### src/rtl/cnn_pkg.sv
// cnn_pkg
// Shared definitions for the CNN datapath stages.
//   DATA_WIDTH_DEFAULT : default feature-map pixel width (signed two's complement)
//   SMAX_WIDTH         : operand width of smax; narrower operands are sign-extended
//                        into it and the result truncated back by the caller
//   smax(a, b)         : signed maximum, reused by pooling and activation stages
package cnn_pkg;

    localparam int DATA_WIDTH_DEFAULT = 24;
    localparam int SMAX_WIDTH         = 64;

    // Operands arrive sign-extended to SMAX_WIDTH so one function serves every
    // pixel width up to 64 bits; truncating the result back is lossless because
    // the winner is one of the two inputs.
    function automatic logic signed [SMAX_WIDTH-1:0] smax(
        input logic signed [SMAX_WIDTH-1:0] a,
        input logic signed [SMAX_WIDTH-1:0] b
    );
        return (a > b) ? a : b;
    endfunction

endpackage

### src/rtl/pool_line_buffer.sv
// pool_line_buffer
// Single-port register array holding one row of horizontal maxima.
// Synchronous write, combinational read; kept separate so it can later be
// mapped onto block RAM.
//   clk   : clock, rising edge
//   we    : write enable
//   addr  : shared read/write address
//   wdata : write data
//   rdata : read data at addr (combinational)
module pool_line_buffer #(
    parameter int DEPTH      = 14,
    parameter int WIDTH      = 24,
    parameter int ADDR_WIDTH = 4
) (
    input  logic                  clk,
    input  logic                  we,
    input  logic [ADDR_WIDTH-1:0] addr,
    input  logic [WIDTH-1:0]      wdata,
    output logic [WIDTH-1:0]      rdata
);

    logic [WIDTH-1:0] mem [DEPTH];

    // No reset: every entry is written on an even row before the odd row reads it.
    always_ff @(posedge clk) begin
        if (we) begin
            mem[addr] <= wdata;
        end
    end

    assign rdata = mem[addr];

endmodule

### src/rtl/maxpool2x2_stream.sv
// maxpool2x2_stream
// Streaming 2x2 / stride-2 max-pool over a raster-order pixel stream, with an
// optional ReLU on the pooled result.
//   clk       : clock, rising edge
//   rst       : synchronous, active-low reset
//   data_in   : input pixel (signed), raster order
//   valid_in  : data_in valid this cycle; all state holds when low
//   data_out  : pooled pixel (signed), held between strobes
//   valid_out : one-cycle strobe per pooled pixel
module maxpool2x2_stream
    import cnn_pkg::*;
#(
    parameter int DATA_WIDTH  = DATA_WIDTH_DEFAULT,
    parameter int IMG_WIDTH   = 28,
    parameter int IMG_HEIGHT  = 28,
    parameter int ENABLE_RELU = 0
) (
    input  logic                  clk,
    input  logic                  rst,
    input  logic [DATA_WIDTH-1:0] data_in,
    input  logic                  valid_in,
    output logic [DATA_WIDTH-1:0] data_out,
    output logic                  valid_out
);

    localparam int HALF_WIDTH = IMG_WIDTH / 2;
    localparam int COL_W      = (IMG_WIDTH > 1) ? $clog2(IMG_WIDTH) : 1;
    localparam int ROW_W      = (IMG_HEIGHT > 1) ? $clog2(IMG_HEIGHT) : 1;
    localparam int ADDR_W     = (HALF_WIDTH > 1) ? $clog2(HALF_WIDTH) : 1;

    logic [COL_W-1:0]             col;
    logic [ROW_W-1:0]             row;
    logic signed [DATA_WIDTH-1:0] prev;
    logic signed [DATA_WIDTH-1:0] hmax;
    logic signed [DATA_WIDTH-1:0] pool;
    logic signed [DATA_WIDTH-1:0] pool_act;
    logic [DATA_WIDTH-1:0]        lb_rdata;
    logic [ADDR_W-1:0]            lb_addr;
    logic                         lb_we;
    logic                         pair_done;
    logic                         last_col;
    logic                         last_row;

    // An odd column closes a horizontal pair. With an odd image width the
    // trailing even column never pairs up, and with an odd height the trailing
    // row is even, so it only writes the buffer and never strobes.
    assign pair_done = valid_in & col[0];
    assign lb_we     = pair_done & ~row[0];
    assign lb_addr   = ADDR_W'(col >> 1);
    assign last_col  = (col == COL_W'(IMG_WIDTH - 1));
    assign last_row  = (row == ROW_W'(IMG_HEIGHT - 1));

    pool_line_buffer #(
        .DEPTH      (HALF_WIDTH),
        .WIDTH      (DATA_WIDTH),
        .ADDR_WIDTH (ADDR_W)
    ) u_line_buffer (
        .clk   (clk),
        .we    (lb_we),
        .addr  (lb_addr),
        .wdata (hmax),
        .rdata (lb_rdata)
    );

    // Horizontal max of the current pair, vertical max against the stored even
    // row, then the optional clamp of negative results to zero.
    always_comb begin
        hmax     = DATA_WIDTH'(smax(SMAX_WIDTH'(prev), SMAX_WIDTH'($signed(data_in))));
        pool     = DATA_WIDTH'(smax(SMAX_WIDTH'($signed(lb_rdata)), SMAX_WIDTH'(hmax)));
        pool_act = pool;
        if ((ENABLE_RELU != 0) && pool[DATA_WIDTH-1]) begin
            pool_act = '0;
        end
    end

    // Position counters, left-pixel register and output register. Everything
    // advances only on valid beats; valid_out is a one-cycle strobe.
    always_ff @(posedge clk) begin
        if (!rst) begin
            col       <= '0;
            row       <= '0;
            prev      <= '0;
            data_out  <= '0;
            valid_out <= 1'b0;
        end else begin
            valid_out <= 1'b0;
            if (valid_in) begin
                if (!col[0]) begin
                    prev <= $signed(data_in);
                end
                if (pair_done && row[0]) begin
                    data_out  <= pool_act;
                    valid_out <= 1'b1;
                end
                if (last_col) begin
                    col <= '0;
                    row <= last_row ? '0 : row + 1'b1;
                end else begin
                    col <= col + 1'b1;
                end
            end
        end
    end

endmodule

### config.mk
export PLATFORM = sky130hd
export DESIGN_NAME = maxpool2x2_stream
export DESIGN_NICKNAME = d
export VERILOG_FILES = /design/src/rtl/cnn_pkg.sv /design/src/rtl/pool_line_buffer.sv /design/src/rtl/maxpool2x2_stream.sv
export SDC_FILE = /design/constraint.sdc
export NUM_CORES = 1
export LEC_CHECK = 0
export CAP_MARGIN = 20
export CORE_MARGIN = 3
export CORE_UTILIZATION = 40
export DETAILED_ROUTE_END_ITERATION = 8
export GPL_TIMING_DRIVEN = 1
export PLACE_DENSITY = 0.64
export SETUP_SLACK_MARGIN = 0.1
export SKIP_CTS_REPAIR_TIMING = 1
export SYNTH_ARGS = -nofsm -noshare
export SYNTH_HDL_FRONTEND = slang
export SYNTH_SLANG_ARGS = --single-unit
### constraint.sdc
create_clock -name clk -period 13.1 [get_ports clk]
set_clock_uncertainty 0.05 [all_clocks]
set_input_delay 2.62 -clock clk [delete_from_list [all_inputs] [get_ports clk]]
set_output_delay 2.62 -clock clk [all_outputs]
set_load 0.05 [all_outputs]
==> impl_metrics.tcl, run 1 <==
set metrics [dict create \
    clk_pin_slew_ps 60 \
    drc_errors 0 \
    grt_overflow 0 \
    postSynthCellCount 986 \
    min_path_type "reg -> reg" \
    vias_per_cell 5.53 \
    num_vias 8943 \
    drtIter0Drc 889 \
    min_from "prev[22]" \
    ir_drop_v 0.0000797 \
    critPathLaunchType "input port" \
    cp_max_fo 23 \
    syn_nets 1063 \
    max_freq_ghz 0.125 \
    max_cap_violations 0 \
    routedWlPerCell_um 23.9 \
    layout.cells.non_filler 1618 \
    ys_seq_area_share_pct 67.9 \
    routed_wl_mm 38.7 \
    syn_area_mm2 0.0167 \
    rsz0062_at_grt "false" \
    slew_violations 0 \
    h-tree-depth 2 \
    ios 52 \
    antenna_found_initial 0 \
    ys_types 46 \
    clock_latency_ps 540 \
    place_inst 1541 \
    setup-violations-final 0 \
    cp.arrival_ps 8410 \
    fin_nets 1131 \
    grt_max_degree 44 \
    antenna_left 0 \
    leakagePower_nw 6.42 \
    core_mm2 0.0411 \
    row_count 74 \
    slew_headroom_pct 26.6 \
    portBuffers 51 \
    cts_sinks 399 \
    cts_made_buffers 43 \
    grt.total_usage_pct 17.8 \
    grt_pass1_vias 9300 \
    cts_tree "done" \
    drive_gt1_share_pct 22.5 \
    synthToLayoutAreaGrowth_pct 15.4 \
    die_h_um 210 \
    period_needed_ps 8010 \
    cts_max_path_buffers 3 \
    synth-edff-count 336 \
    drtPass1Iterations 5 \
    ys_warn_count 0 \
    dp_hpwl_mm 22.9 \
    crit_start "data_in[15]" \
    p_per_area_mw_per_mm2 147 \
    cts_root_buf "clkbuf_16" \
    fin_crit_sh_pct 61.1 \
    synth_top_flop_cell "edfxtp_1" \
    outcome "complete, no violations" \
    worst_slew_pin_slew_ps 1100 \
    diodes 0 \
    synth-seq-cells 399 \
    tns_ps 0 \
    async_reset_ff_share_pct 0 \
    end_kind "flip-flop" \
    grt_pass1_wl_mm 58.8 \
    fp.dieArea_mm2 0.0443 \
    worstSetupPathType "in -> reg" \
    hold_viol 0 \
    synth.avg_cell_area_um2 17.0 \
    cp_data_required_time_ps 13500 \
    start_util_pct 40.7 \
    gp_congestion 0.778 \
    die_x_um 210 \
]
cells by family (layout without fill, tap and decap cells):
logic type                 after synthesis  in the layout  synth area share (%)
muxes                                  147            147                  16.2
and+or+nand+nor                        191            191                  5.00
xor gates and xnor gates                 1              1                0.0524
adders and majority gates               50             50                  3.74
AOI/OAI and AO/OA                       99             99                  4.62
DFF                                    399            399                  67.9
buffers and inverters                   99            199                  2.54
synth_stat cells (2+ instances only):
cell	instances	area (µm²)
edfxtp_1	336	10100
nor3b_1	2	15.0
buf_6	4	45.0
inv_1	50	188
mux4_2	95	2140
buf_4	3	22.5
nand2_1	116	435
o221ai_1	3	26.3
o211ai_1	3	22.5
nor3_1	6	30.0
a211o_1	2	17.5
nor4_1	3	18.8
mux2i_1	26	260
nor2b_1	5	31.3
or3_1	2	12.5
o21ai_0	5	25.0
nand4_1	12	75.1
nand3_1	7	35.0
nor2_1	27	101
ha_1	50	626
mux2_2	25	282
clkbuf_1	28	105
a21oi_1	54	270
nor2_2	2	12.5
a21o_1	3	22.5
dfxtp_1	63	1260
buf_1	3	11.3
buf_2	10	50.1
nand2b_1	4	25.0
o221ai_2	20	300
and2_1	2	12.5
critical path, cell delays in order:
cell	delay, ps
clkdlybuf4s50_1	530
inv_1	60
ha_1	320
a21oi_1	150
o21a_1	160
o221a_1	180
o21ai_0	90
a21oi_2	190
mux2i_4	590
buf_4	360
mux2i_1	550
ha_1	340
a21o_1	160
a21oi_1	130
nor2b_1	50
o31a_2	290
o31a_1	270
o21ai_4	420
buf_4	360
nand2_4	270
o221ai_1	280
power by group:
group          total, mW  switching, mW  internal, mW  leakage, nW
registers           1.42        0.00909          1.41         3.57
logic              0.213          0.136        0.0767         2.16
clock network       1.20          0.466         0.737        0.690
total               2.84          0.611          2.23         6.42
layout make-up:
type | count | area [µm²]
clock buffers | 61 | 1210
multi-input cells | 488 | 5010
inverters | 51 | 191
clock inverters | 16 | 200
flip-flops and latches | 399 | 11400
fillers | 3522 | 21800
well taps | 532 | 666
repair buffers | 71 | 661
state kept, by name (all words and copies together) (netlist names), named ones only:
| signal | flops |
|---|---|
| data_out | 24 |
| row | 5 |
| prev | 24 |
| valid_out | 1 |
| u_line_buffer.mem | 336 |
| col | 5 |
path summary, 6_finish.rpt:
kind                               endpoint  slack (ps)  cells past startpoint
worst min-delay path               prev[22]         430                      2
worst min register to register     prev[22]         430                      2
worst max-delay path            data_out[6]        5090                     21
worst max register to register  data_out[6]        6890                     14
cell usage in the layout (no fill, tap or decap), types with 3 or more instances in the layout:
cell               n
ha_1              50
o211ai_1           3
o221ai_1           3
dfxtp_1           60
nor3_2             4
o21ai_0            5
nand2b_1           4
bufinv_16          5
clkinv_1           5
mux2_2            25
inv_1             50
a21o_1             3
clkinv_2           7
nand2_1          116
edfxtp_1         336
nor2b_1            5
mux2i_1           26
o221ai_2          20
nor2_4             4
clkbuf_16         45
a21oi_1           54
clkdlybuf4s50_1   51
nor2_2             8
buf_4             20
nor2_1            17
nand4_1           12
clkbuf_1          14
mux4_2            95
nand3_1            7
nor4_1             3
through the flow:
step | total power, mW | utilization (%) | setup WS (ps) | hold WS (ps) | cell area [µm²]
6_report | 2.84 | 46.9 | 5090 | 428 | 19300
5_1_grt | 2.94 | 46.9 | 4770 | 447 | 19300
4_1_cts | 2.86 | 46.9 | 5110 | 426 | 19300
3_5_place_dp | 1.66 | 43.5 | 4560 | 418 | 17900
3_3_place_gp | 1.66 | 43.5 | 4600 | 414 | 17900
2_1_floorplan | 1.60 | - | 6430 | 397 | 16700
metal layers:
metal	vias up	GRT usage, %	share of wire, %
li1	3999	-	-
met1	4653	24.7	44
met2	239	28.8	48
met3	52	3.53	5.8
met4	0	5.27	2.6
met5	-	0	0
(Power assumes the default switching activity.)
==> run 2, diff against run 1 <==
Clock period 13.1 ns to 7.8 ns, I/O delays scaled along.
==> run 2 against run 1 <==
  * First-iteration DRC count grew 8.9%
  * Final cell count grew 0.12%
  * Global-route usage rose by 0.29 points
  * Via count grew 1.4%
  * Total power is 63% higher
  * Die area stayed put
  * Register-to-register slack worse by 4300 ps
  * Worst setup slack worse by 3800 ps
  * Utilization shrank 0.11 points
  * Cell area fell by 0.24%
  * Largest power group unchanged
==> impl_metrics.tcl, run 2 (synthesis results as in run 1) <==
set metrics [dict create \
    ir_drop_v 0.000122 \
    crit_buf_inv 4 \
    min_path_type "reg -> reg" \
    grt_pass1_wl_mm 59.4 \
    min_from "prev[2]" \
    worst_slew_pin_slew_ps 1110 \
    ios 52 \
    critPathLaunchType "input port" \
    grt_pass1_vias 9005 \
    grt_overflow 0 \
    rsz0062_at_grt "false" \
    clock_latency_ps 540 \
    layout_common_cells "edfxtp_1 (336), nand2_1 (116), mux4_2 (95), dfxtp_1 (60), a21oi_1 (54)" \
    row_count 74 \
    clk_pin_slew_ps 60 \
    start_util_pct 40.7 \
    grt.total_usage_pct 18.1 \
    use_met1_pct 26.8 \
    dp_hpwl_mm 22.7 \
    cp.arrival_ps 6860 \
    largest_reg_flops 336 \
    p_per_area_mw_per_mm2 240 \
    period_needed_ps 6500 \
    slew_violations 0 \
    cts_sinks 399 \
    cp_cell_sequence "clkdlybuf4s50_1 > inv_1 > ha_1 > nand4_1 > nor4_1 > a21oi_1 > mux2i_4 > buf_4 > mux2i_1 > ha_1 > nor2b_1 > o211ai_1 > a21oi_1 > o31a_2 > nor4_1 > o21ai_4 > buf_4 > and2_1 > a221o_1" \
    fin_crit_sh_pct 83.3 \
    max_freq_ghz 0.154 \
    cts_max_path_buffers 3 \
    cp_slowest_cell "clkdlybuf4s50_1" \
    globalRouteMet2Util_pct 27.9 \
    antenna_left 0 \
    crit_family "simple AND/OR/NAND/NOR gates" \
    cts_made_buffers 41 \
    fin_nets 1135 \
    worstSetupPathType "in -> reg" \
    h-tree-depth 2 \
    fp.dieArea_mm2 0.0443 \
    met3_usage_pct 3.02 \
    cts_tree "done" \
    slowest_delay_ps 570 \
    antenna_found_initial 0 \
    r2r-start "prev[13]" \
    multi_input_area_mm2 0.00501 \
    cp_data_required_time_ps 8160 \
    tns_ps 0 \
    layout.cells.most_common "edfxtp_1" \
    cp_max_fo 13 \
    die_x_um 210 \
    drive_gt1_share_pct 22.8 \
    reg2reg_depth 19 \
    endpoint "data_out[0]" \
    num_vias 9066 \
    seq_area_mm2 0.0114 \
    rrSetupSlack_ps 2570 \
    drtPass1Iterations 7 \
    core_mm2 0.0411 \
    cts_root_buf "clkbuf_16" \
    max_cap_violations 0 \
    grt_max_degree 53 \
    synthToLayoutAreaGrowth_pct 15.1 \
    routedWlPerCell_um 24.4 \
    fillers 3519 \
    outcome "complete, no violations" \
    post-route-cell-area_mm2 0.0192 \
    gp_congestion 0.799 \
    r2r_end "data_out[0]" \
    die_h_um 210 \
    diodes 0 \
    slew_headroom_pct 26.1 \
    grt_busiest_layer "met2" \
    hold_viol 0 \
    end_kind "flip-flop" \
    fin_hold_ws_ps 429 \
    reg_top3 "u_line_buffer.mem (336), data_out (24), prev (24)" \
    placed_cell_area_mm2 0.0179 \
    routed_wl_mm 39.6 \
    final_util_pct 46.8 \
    top_register "u_line_buffer.mem" \
    crit_start "data_in[19]" \
    drc_errors 0 \
    drtIter0Drc 968 \
    vias_per_cell 5.60 \
    portBuffers 51 \
    setup-violations-final 0 \
    leakagePower_nw 6.40 \
    worst-path-stages 19 \
]
run 2: worst min-delay path, cell delays in order, from the launching register on:
cell,delay (ps)
dfxtp_1,330
nand2_1,60
a21oi_1,50
run 2: how the worst min path moves through the flow:
stage                           to  cells after the start
after floorplan            prev[0]                      2
after global placement     prev[0]                      2
after detailed placement   prev[1]                      2
after CTS                  prev[3]                      2
after global routing      prev[23]                      2
final                      prev[2]                      2
run 2: through the flow:
stage	total power [mW]	instances	worst slack, ps
after floorplan	2.68	986	2190
after global placement	2.79	1545	813
after detailed placement	2.80	1545	810
after CTS	4.65	1618	1360
after global routing	4.79	1620	990
final	4.62	1620	1300
run 2: report_power, final:
group          leakage [nW]  switching (mW)  total (mW)  internal [mW]
registers              3.57          0.0217        2.39           2.37
logic                  2.20           0.225       0.359          0.134
clock network         0.624           0.790        1.87           1.08
total                  6.40            1.04        4.62           3.58
run 2: final cells by class:
| cell class | count | area share, % |
|---|---|---|
| clock buffer | 54 | 5.80 |
| timing repair buffer | 77 | 3.87 |
| clock inverter | 19 | 0.825 |
| inverter | 51 | 0.994 |
| multi-input combinational | 488 | 26.0 |
| sequential | 399 | 59.0 |
| tap | 532 | 3.46 |
run 2: layer usage:
| layer | routed length, µm | up-vias |
|---|---|---|
| met2 | 18100 | 293 |
| li1 | - | 3998 |
| met3 | 2330 | 64 |
| met4 | 1080 | 0 |
| met5 | 0 | - |
| met1 | 18100 | 4711 |
==> run 3, diff against run 2 <==
Clock period 7.8 ns to 6.5 ns, I/O delays scaled along.
==> run 3 against run 2 <==
  * Wire length up 0.97%
  * Non-clock buffer count up 18
  * Largest power group unchanged
  * Global-route usage up 0.15 points
  * Final cell count up 1.3%
==> impl_metrics.tcl, run 3 (synthesis results as in run 1) <==
set metrics [dict create \
    outcome "complete, no violations" \
    p_per_area_mw_per_mm2 292 \
    top_register "u_line_buffer.mem" \
    drc_errors 0 \
    grt_pass1_wl_mm 60.3 \
    slew_violations 0 \
    min_from "prev[19]" \
    rrSetupSlack_ps 1560 \
    fin_crit_sh_pct 90.6 \
    cp_data_required_time_ps 6910 \
    ir_drop_v 0.000172 \
    largest_reg_flops 336 \
    final_util_pct 47.3 \
    max_freq_ghz 0.170 \
    max_cap_violations 0 \
    drtPass1Iterations 5 \
    cts_tree "done" \
    cp_max_fo 23 \
    gp_congestion 0.850 \
    rsz0062_at_grt "false" \
    end_kind "flip-flop" \
    h-tree-depth 2 \
    fin_hold_ws_ps 425 \
    diodes 0 \
    worstSetupPathType "in -> reg" \
    num_vias 9126 \
    die_h_um 210 \
    tns_ps 0 \
    fin_ws_ps 613 \
    placed_cell_area_mm2 0.0181 \
    vias_per_cell 5.56 \
    worst_slew_pin_slew_ps 1120 \
    fillers 3496 \
    core_mm2 0.0411 \
    synthToLayoutAreaGrowth_pct 16.3 \
    dp_hpwl_mm 23.0 \
    leakagePower_nw 6.52 \
    routedWlPerCell_um 24.4 \
    setup-violations-final 0 \
    period_needed_ps 5890 \
    slew_headroom_pct 25.4 \
    portBuffers 51 \
    grt_max_degree 61 \
    fin_nets 1153 \
    clk_pin_slew_ps 60 \
    ios 52 \
    critPathLaunchType "input port" \
    crit_start "data_in[1]" \
    min_path_type "reg -> reg" \
    drive_gt1_share_pct 24.2 \
    fp.dieArea_mm2 0.0443 \
    layout_common_cells "edfxtp_1 (336), nand2_1 (116), mux4_2 (95), dfxtp_1 (60), a21oi_1 (54)" \
    cp.arrival_ps 6290 \
    antenna_left 0 \
    grt.total_usage_pct 18.2 \
    layout.cells.most_common "edfxtp_1" \
    grt_pass1_vias 9425 \
    hold_viol 0 \
    cts_made_buffers 41 \
    pre_cts_slack_ps 79.6 \
    drtIter0Drc 745 \
    cts_root_buf "clkbuf_16" \
    cts_sinks 399 \
    reg_top3 "u_line_buffer.mem (336), data_out (24), prev (24)" \
    cts_max_path_buffers 3 \
    grt_overflow 0 \
    clock_latency_ps 540 \
    die_x_um 210 \
    start_util_pct 40.7 \
    row_count 74 \
    routed_wl_mm 40.0 \
    antenna_found_initial 0 \
    post-route-cell-area_mm2 0.0194 \
]
==> run 3: changes by cell type in the layout (fill, tap and decap cells not counted), moves of 2 or more <==
cell	change
clkinv_4	-2
clkbuf_8	+3
buf_4	+18
clkinv_1	-3
clkbuf_1	+4
==> run 3: path summary, 6_finish.rpt <==
| check | to | cells after the start |
|---|---|---|
| worst max-delay path | data_out[13] | 21 |
| worst min-delay path | prev[19] | 2 |
| worst max register to register | data_out[13] | 13 |
| worst min register to register | prev[19] | 2 |
==> run 3: final cells by class <==
| class | instances | area (µm²) | share of cell area, % |
|---|---|---|---|
| Sequential cell | 399 | 11400 | 58.4 |
| Clock inverter | 14 | 145 | 0.746 |
| Tap cell | 532 | 666 | 3.42 |
| Clock buffer | 62 | 1200 | 6.16 |
| Timing Repair Buffer | 95 | 873 | 4.49 |
| Multi-Input combinational cell | 488 | 5010 | 25.8 |
| Inverter | 51 | 191 | 0.984 |
==> run 3: worst max-delay path: stages <==
cell	delay [ps]
clkdlybuf4s50_1	500
inv_1	60
ha_1	300
nor2b_1	130
o211ai_1	160
a21oi_1	90
a211o_1	280
a21oi_2	190
mux2i_4	420
buf_12	190
mux2i_1	460
ha_1	240
nand2_1	100
or4_4	500
nor2_2	170
o31a_2	180
nor4_1	50
buf_4	150
o21ai_4	200
nand2_4	280
o221ai_2	310
==> run 3: power by group <==
group	internal, mW	switching (mW)
clock network	1.39	0.952
logic	0.184	0.285
registers	2.84	0.0248
==> run 3: per-stage QoR <==
stage / cells / total power, mW
after detailed placement: 1565 / 3.39
after CTS: 1641 / 5.73
after global routing: 1641 / 5.88
final: 1641 / 5.68
after floorplan: 986 / 3.21
after global placement: 1564 / 3.38
==> run 3: metal layers <==
| layer | GRT usage [%] | part of all wire (%) | up-vias | routed length, µm |
|---|---|---|---|---|
| met5 | 0 | 0 | - | 0 |
| met2 | 29.8 | 48 | 231 | 19200 |
| met4 | 4.25 | 2.0 | 0 | 813 |
| met1 | 26.2 | 45 | 4797 | 18100 |
| li1 | - | - | 4041 | - |
| met3 | 2.62 | 4.5 | 57 | 1790 |
